==> config.mk <==
export PLATFORM = sky130hd
export DESIGN_NAME = fft_stage_sequencer_flat
export DESIGN_NICKNAME = d
export VERILOG_FILES = /design/src/rtl/fft_stage_sequencer_if.sv /design/src/rtl/fft_stage_sequencer.sv /design/src/flat_wrapper.sv
export SDC_FILE = /design/constraint.sdc
export NUM_CORES = 1
export LEC_CHECK = 0
export BUFFER_PORTS_ARGS = -buffer_cell sky130_fd_sc_hd__buf_2
export CORE_AREA = 2 2 68 70
export DETAILED_ROUTE_END_ITERATION = 12
export DIE_AREA = 0 0 70 72
export PLACE_DENSITY = 0.75
export SYNTH_ARGS = -nofsm -noshare
export SYNTH_HDL_FRONTEND = slang
export SYNTH_SLANG_ARGS = --single-unit
==> constraint.sdc <==
create_clock -name clk -period 7.3 [get_ports clk]
set_input_delay 1.46 -clock clk [delete_from_list [all_inputs] [get_ports clk]]
set_output_delay 1.46 -clock clk [all_outputs]
set_load 0.01 [all_outputs]
==> src/rtl/fft_stage_sequencer_if.sv <==
// Control/handshake bundle between the FFT stage sequencer, the data/twiddle
// RAMs, the butterfly unit and the main FSM.
interface fft_stage_sequencer_if #(
    parameter int unsigned LOG2N  = 6,
    parameter int unsigned ADDR_W = 6,
    parameter int unsigned TW_W   = 5
);
    logic              start;
    logic              busy;
    logic              done;
    logic [ADDR_W-1:0] mem_addr;
    logic              mem_we;
    logic              mem_wsel;
    logic [TW_W-1:0]   tw_addr;
    logic              a_ld;
    logic              b_ld;
    logic              bf_start;
    logic              bf_done;
    logic [LOG2N-1:0]  stage;

    // Sequencer side
    modport master (
        input  start, bf_done,
        output busy, done, mem_addr, mem_we, mem_wsel, tw_addr,
               a_ld, b_ld, bf_start, stage
    );

    // Environment side (main FSM, RAMs, butterfly)
    modport slave (
        output start, bf_done,
        input  busy, done, mem_addr, mem_we, mem_wsel, tw_addr,
               a_ld, b_ld, bf_start, stage
    );
endinterface

==> src/rtl/fft_stage_sequencer.sv <==
// In-place radix-2 DIF FFT sequencer: walks every stage and butterfly,
// generating operand/twiddle addresses and the load, start and write strobes.
module fft_stage_sequencer #(
    parameter int unsigned LOG2N  = 6,
    parameter int unsigned ADDR_W = 6,
    parameter int unsigned TW_W   = 5
) (
    input logic                 clk,
    input logic                 rst,
    fft_stage_sequencer_if.master bus
);

    localparam int unsigned      BW     = LOG2N - 1;
    localparam logic [BW-1:0]    B_LAST = {BW{1'b1}};
    localparam logic [LOG2N-1:0] S_LAST = LOG2N'(LOG2N - 1);

    typedef enum logic [2:0] {
        ST_IDLE, ST_RD_A, ST_RD_B, ST_CAPT, ST_WAIT, ST_WR_A, ST_WR_B, ST_FIN
    } state_t;

    state_t            state, state_n;
    logic [LOG2N-1:0]  s_q, s_n;
    logic [BW-1:0]     b_q, b_n;

    logic [ADDR_W-1:0] span, mask, bx, low, idx_i, idx_j;
    logic [TW_W-1:0]   idx_tw;

    logic              busy_q, busy_n;
    logic              done_q, done_n;
    logic              we_q, we_n;
    logic              wsel_q, wsel_n;
    logic              a_ld_q, a_ld_n;
    logic              b_ld_q, b_ld_n;
    logic              bf_start_q, bf_start_n;
    logic [ADDR_W-1:0] addr_q, addr_n;
    logic [TW_W-1:0]   tw_q, tw_n;

    // Next state and stage/butterfly counter advance
    always_comb begin
        state_n = state;
        s_n     = s_q;
        b_n     = b_q;
        case (state)
            ST_IDLE: begin
                if (bus.start) begin
                    state_n = ST_RD_A;
                    s_n     = '0;
                    b_n     = '0;
                end
            end
            ST_RD_A: state_n = ST_RD_B;
            ST_RD_B: state_n = ST_CAPT;
            ST_CAPT: state_n = ST_WAIT;
            ST_WAIT: begin
                if (bus.bf_done) begin
                    state_n = ST_WR_A;
                end
            end
            ST_WR_A: state_n = ST_WR_B;
            ST_WR_B: begin
                if (b_q != B_LAST) begin
                    b_n     = b_q + BW'(1);
                    state_n = ST_RD_A;
                end else if (s_q != S_LAST) begin
                    s_n     = s_q + LOG2N'(1);
                    b_n     = '0;
                    state_n = ST_RD_A;
                end else begin
                    state_n = ST_FIN;
                end
            end
            ST_FIN:  state_n = ST_IDLE;
            default: state_n = ST_IDLE;
        endcase
    end

    // Operand/twiddle indices for the butterfly being entered (shift/mask only)
    always_comb begin
        span   = ADDR_W'(1) << (S_LAST - s_n);
        mask   = span - ADDR_W'(1);
        bx     = ADDR_W'(b_n);
        low    = bx & mask;
        idx_i  = ((bx & ~mask) << 1) | low;
        idx_j  = idx_i | span;
        idx_tw = TW_W'(low << s_n);
    end

    // Output values for the state being entered, so the registered strobes line up with it
    always_comb begin
        busy_n     = 1'b0;
        done_n     = 1'b0;
        we_n       = 1'b0;
        wsel_n     = 1'b0;
        a_ld_n     = 1'b0;
        b_ld_n     = 1'b0;
        bf_start_n = 1'b0;
        addr_n     = addr_q;
        tw_n       = tw_q;
        case (state_n)
            ST_RD_A: begin
                busy_n = 1'b1;
                addr_n = idx_i;
                tw_n   = idx_tw;
            end
            ST_RD_B: begin
                busy_n = 1'b1;
                addr_n = idx_j;
                a_ld_n = 1'b1;
            end
            ST_CAPT: begin
                busy_n     = 1'b1;
                b_ld_n     = 1'b1;
                bf_start_n = 1'b1;
            end
            ST_WAIT: busy_n = 1'b1;
            ST_WR_A: begin
                busy_n = 1'b1;
                addr_n = idx_i;
                we_n   = 1'b1;
            end
            ST_WR_B: begin
                busy_n = 1'b1;
                addr_n = idx_j;
                we_n   = 1'b1;
                wsel_n = 1'b1;
            end
            ST_FIN:  done_n = 1'b1;
            default: ;
        endcase
    end

    // State, counters and registered outputs; reset aborts with no further writes
    always_ff @(posedge clk) begin
        if (rst) begin
            state      <= ST_IDLE;
            s_q        <= '0;
            b_q        <= '0;
            busy_q     <= 1'b0;
            done_q     <= 1'b0;
            we_q       <= 1'b0;
            wsel_q     <= 1'b0;
            a_ld_q     <= 1'b0;
            b_ld_q     <= 1'b0;
            bf_start_q <= 1'b0;
            addr_q     <= '0;
            tw_q       <= '0;
        end else begin
            state      <= state_n;
            s_q        <= s_n;
            b_q        <= b_n;
            busy_q     <= busy_n;
            done_q     <= done_n;
            we_q       <= we_n;
            wsel_q     <= wsel_n;
            a_ld_q     <= a_ld_n;
            b_ld_q     <= b_ld_n;
            bf_start_q <= bf_start_n;
            addr_q     <= addr_n;
            tw_q       <= tw_n;
        end
    end

    assign bus.busy     = busy_q;
    assign bus.done     = done_q;
    assign bus.mem_addr = addr_q;
    assign bus.mem_we   = we_q;
    assign bus.mem_wsel = wsel_q;
    assign bus.tw_addr  = tw_q;
    assign bus.a_ld     = a_ld_q;
    assign bus.b_ld     = b_ld_q;
    assign bus.bf_start = bf_start_q;
    assign bus.stage    = s_q;

endmodule

==> src/flat_wrapper.sv <==
// flat-port wrapper written by rule: the top's interface ports become plain ports
module fft_stage_sequencer_flat 
#(
    parameter int unsigned LOG2N  = 6,
    parameter int unsigned ADDR_W = 6,
    parameter int unsigned TW_W   = 5
)
  (clk, rst, bus_start, bus_bf_done, bus_busy, bus_done, bus_mem_addr, bus_mem_we, bus_mem_wsel, bus_tw_addr, bus_a_ld, bus_b_ld, bus_bf_start, bus_stage);
  fft_stage_sequencer_if #(.LOG2N(LOG2N), .ADDR_W(ADDR_W), .TW_W(TW_W)) bus_i ();
  input logic clk;
  input logic rst;
  input wire logic [$bits(bus_i.start)-1:0] bus_start;
  input wire logic [$bits(bus_i.bf_done)-1:0] bus_bf_done;
  output wire logic [$bits(bus_i.busy)-1:0] bus_busy;
  output wire logic [$bits(bus_i.done)-1:0] bus_done;
  output wire logic [$bits(bus_i.mem_addr)-1:0] bus_mem_addr;
  output wire logic [$bits(bus_i.mem_we)-1:0] bus_mem_we;
  output wire logic [$bits(bus_i.mem_wsel)-1:0] bus_mem_wsel;
  output wire logic [$bits(bus_i.tw_addr)-1:0] bus_tw_addr;
  output wire logic [$bits(bus_i.a_ld)-1:0] bus_a_ld;
  output wire logic [$bits(bus_i.b_ld)-1:0] bus_b_ld;
  output wire logic [$bits(bus_i.bf_start)-1:0] bus_bf_start;
  output wire logic [$bits(bus_i.stage)-1:0] bus_stage;
  assign bus_i.start = bus_start;
  assign bus_i.bf_done = bus_bf_done;
  assign bus_busy = bus_i.busy;
  assign bus_done = bus_i.done;
  assign bus_mem_addr = bus_i.mem_addr;
  assign bus_mem_we = bus_i.mem_we;
  assign bus_mem_wsel = bus_i.mem_wsel;
  assign bus_tw_addr = bus_i.tw_addr;
  assign bus_a_ld = bus_i.a_ld;
  assign bus_b_ld = bus_i.b_ld;
  assign bus_bf_start = bus_i.bf_start;
  assign bus_stage = bus_i.stage;
  fft_stage_sequencer #(.LOG2N(LOG2N), .ADDR_W(ADDR_W), .TW_W(TW_W)) u_core (.clk(clk), .rst(rst), .bus(bus_i));
endmodule
==> metrics.cfg <==
[status]
status = finished, final reports clean

[critical_path]
crit_path_start_kind = input pin
r2r_end = u_core.bus.tw_addr[4]
ff2ff_setup_slack_ps = 1950
reg2reg_depth = 20
required_ps = 7510
cp_max_fo = 12
path_class = input pin to flop
end_kind = flop
timing.critical_path.arrival_ps = 5910
r2r_start = u_core.b_q[0]

[logic_synthesis]
syn-cell-area_um2 = 1890
yosysWarningCount = 0
synth_edf_count = 0
yosysTopAreaCell = dfxtp_1
synth_seq_cells = 31
yosys.cell_types.count = 59
synth_top_area_share = 0.329
seq_area_frac_synth = 0.329
ys_top_cells_by_area = dfxtp_1 (33%), nor2_1 (5.8%), a21oi_1 (4.8%)
synth_nets = 240
ys.flop_type = dfxtp_1
post-synth-top-count-cell = dfxtp_1
synth_common_cells = dfxtp_1 (31), nor2_1 (29), a21oi_1 (18)
synth_async_sr_flop_share = 0
synth.avg_cell_area_um2 = 8.20
syn_inst = 230

[timing]
finalCritPeriodShare = 0.780
drv_slew = 0
tightest_slew_ps = 735
fin_crit_ps = 5690
max_freq_mhz = 176
slew_headroom = 0.507
setup_tns_ps = 0
rsz0062_at_grt = no
clock-skew-final_ps = 3.81
hold_viol_final = 0
setup_viol = 0

[clocking]
numCtsBuffers = 5
insertion_delay_ps = 280
path_clk_slew_ps = 60
htreeDepth = 2
cts_resized = 0
cts_tree = done
cts_hold_buf = 0
max-clock-path-buffers = 2
root_buffer = clkbuf_8
cts.sinks = 31
postCtsSetupBuffers = 0

[power_and_ir_drop]
power_per_cell_area_nw_per_um2 = 170
vdd_drop_max_uv = 106
p_leak_nw = 0.894

[layout]
final_area_um2 = 2130
nets = 263
fillerInstances = 442
syn2layout_area_growth_pct = 12.7
final_layout_size_suffix_gt1_frac = 0.213
antenna_cells = 0
final_core_util = 0.499
stdcell_count = 306

[die]
rows = 24
pin_count = 28
core_area_um2 = 4260
dieWidth_um = 70
start_util = 0.442
die_y_um = 72
die_area_um2 = 5040

[grt]
antenna_found_initial = 0
grt_use_total = 0.189
grt_max_degree = 32
overflow = 0
grt_pass1_wl_um = 7670
grt_pass1_vias = 1606

[flow_run]
maxCapViolCount = 0

[placement]
port_buffers = 27
dpl.cell_count = 298
gp_congestion = 0.873
postPlaceCellArea_um2 = 2040
hpwl_um = 3320

[min_path]
min_from = u_core.bus.mem_addr[1]
holdPathStages = 2
hp-class = flop to flop
hold_end = u_core.bus.mem_addr[1]

[drt]
drc = 0
drt.antenna.violating_nets = 0
firstDrtPassIters = 4
wl_um = 4580
drtIter0Drc = 167
wl_per_cell_um = 15.0
vias_per_cell = 5.98
vias = 1830

cells in the final DEF, fill, tap and decap left out, drive strengths merged, types with 2 or more instances in the layout:
cell type and instances:
ha 6, mux2 3, nand2 13, and3 2, nand4 2, a22oi 4, a21oi 19, a221oi 2
and3b 2, a21o 2, or3 3, inv 7, a211oi 5, nor2b 6, nand3 8, nor2 29
a22o 2, nand2b 4, or4b 2, buf 29, nor3 14, clkbuf 6, nor3b 2, or4 2
o21ai 9, mux2i 3, a31oi 8, nor4b 4, dfxtp 31, and2 4, nor4 3, o31ai 3
power by group:
part           internal, W  switching (W)  total [W]
logic            0.0000191      0.0000289  0.0000480
registers         0.000176     0.00000591   0.000182
clock network    0.0000665      0.0000651   0.000132
total             0.000261      0.0000999   0.000361
worst max-delay path, stage by stage:
cell and delay, ps:
buf_2 90, nor4b_2 400, nor2_1 130, a21o_1 200, a21oi_2 510, inv_2 170
ha_1 230, nand2b_1 200, a211oi_2 360, o31ai_2 220, nor3_1 320, inv_1 100
ha_1 320, a21oi_1 290, mux2i_1 150, or3_1 330, a31oi_1 170, a41oi_1 60
a21oi_1 180
how the worst max path moves through the flow:
stage              start                     to  slack [ps]  cells past startpoint
6_report       bus_start  u_core.bus.tw_addr[4]        1610                     19
5_1_grt        bus_start  u_core.bus.tw_addr[4]        1240                     19
4_1_cts        bus_start  u_core.bus.tw_addr[4]        1660                     19
3_5_place_dp   bus_start  u_core.bus.tw_addr[4]        1400                     19
3_3_place_gp   bus_start  u_core.bus.tw_addr[4]        1450                     19
2_1_floorplan  bus_start  u_core.bus.tw_addr[4]        2270                     15
layout make-up:
class | instances | area, um^2 | area share
Multi-Input combinational cell | 179 | 1180 | 0.555
Sequential cell | 31 | 621 | 0.292
Timing Repair Buffer | 29 | 150 | 0.0706
Clock buffer | 6 | 72.6 | 0.0341
Tap cell | 52 | 65.1 | 0.0306
Inverter | 7 | 26.3 | 0.0124
Clock inverter | 2 | 12.5 | 0.00588
routing by layer:
layer	global-route usage	vias up	share of wire
met4	0.0662	0	0.017
li1	-	904	-
met2	0.305	66	0.48
met3	0.0333	7	0.062
met1	0.256	853	0.44
met5	0	-	0
registers in the layout, indices dropped and copies added, names as in the netlist:
| signal | cells |
|---|---|
| u_core.b_q | 5 |
| u_core.bus.mem_we | 1 |
| u_core.bus.busy | 1 |
| u_core.bus.mem_wsel | 1 |
| u_core.bus.a_ld | 1 |
| u_core.bus.tw_addr | 5 |
| u_core.state | 3 |
| u_core.bus.mem_addr | 6 |
| u_core.bus.b_ld | 1 |
| u_core.bus.stage | 6 |
| u_core.bus.done | 1 |
kinds of logic (layout without fill, tap and decap cells):
logic type      Yosys count  count (layout)  synth area share
buf+inv                  20              44            0.0457
fa+ha+maj                 6               6            0.0398
flops                    31              31             0.329
compound gates           62              62             0.230
simple gates            105             105             0.320
mux                       6               6            0.0358
stage by stage:
step	setup WS, ps	hold slack [ps]	total power, W
floorplan	2270	518	0.000220
global placement	1450	468	0.000233
detailed placement	1400	480	0.000233
CTS	1660	500	0.000366
global route	1240	529	0.000381
finish	1610	501	0.000361
Power figures use the tool's default switching activity.
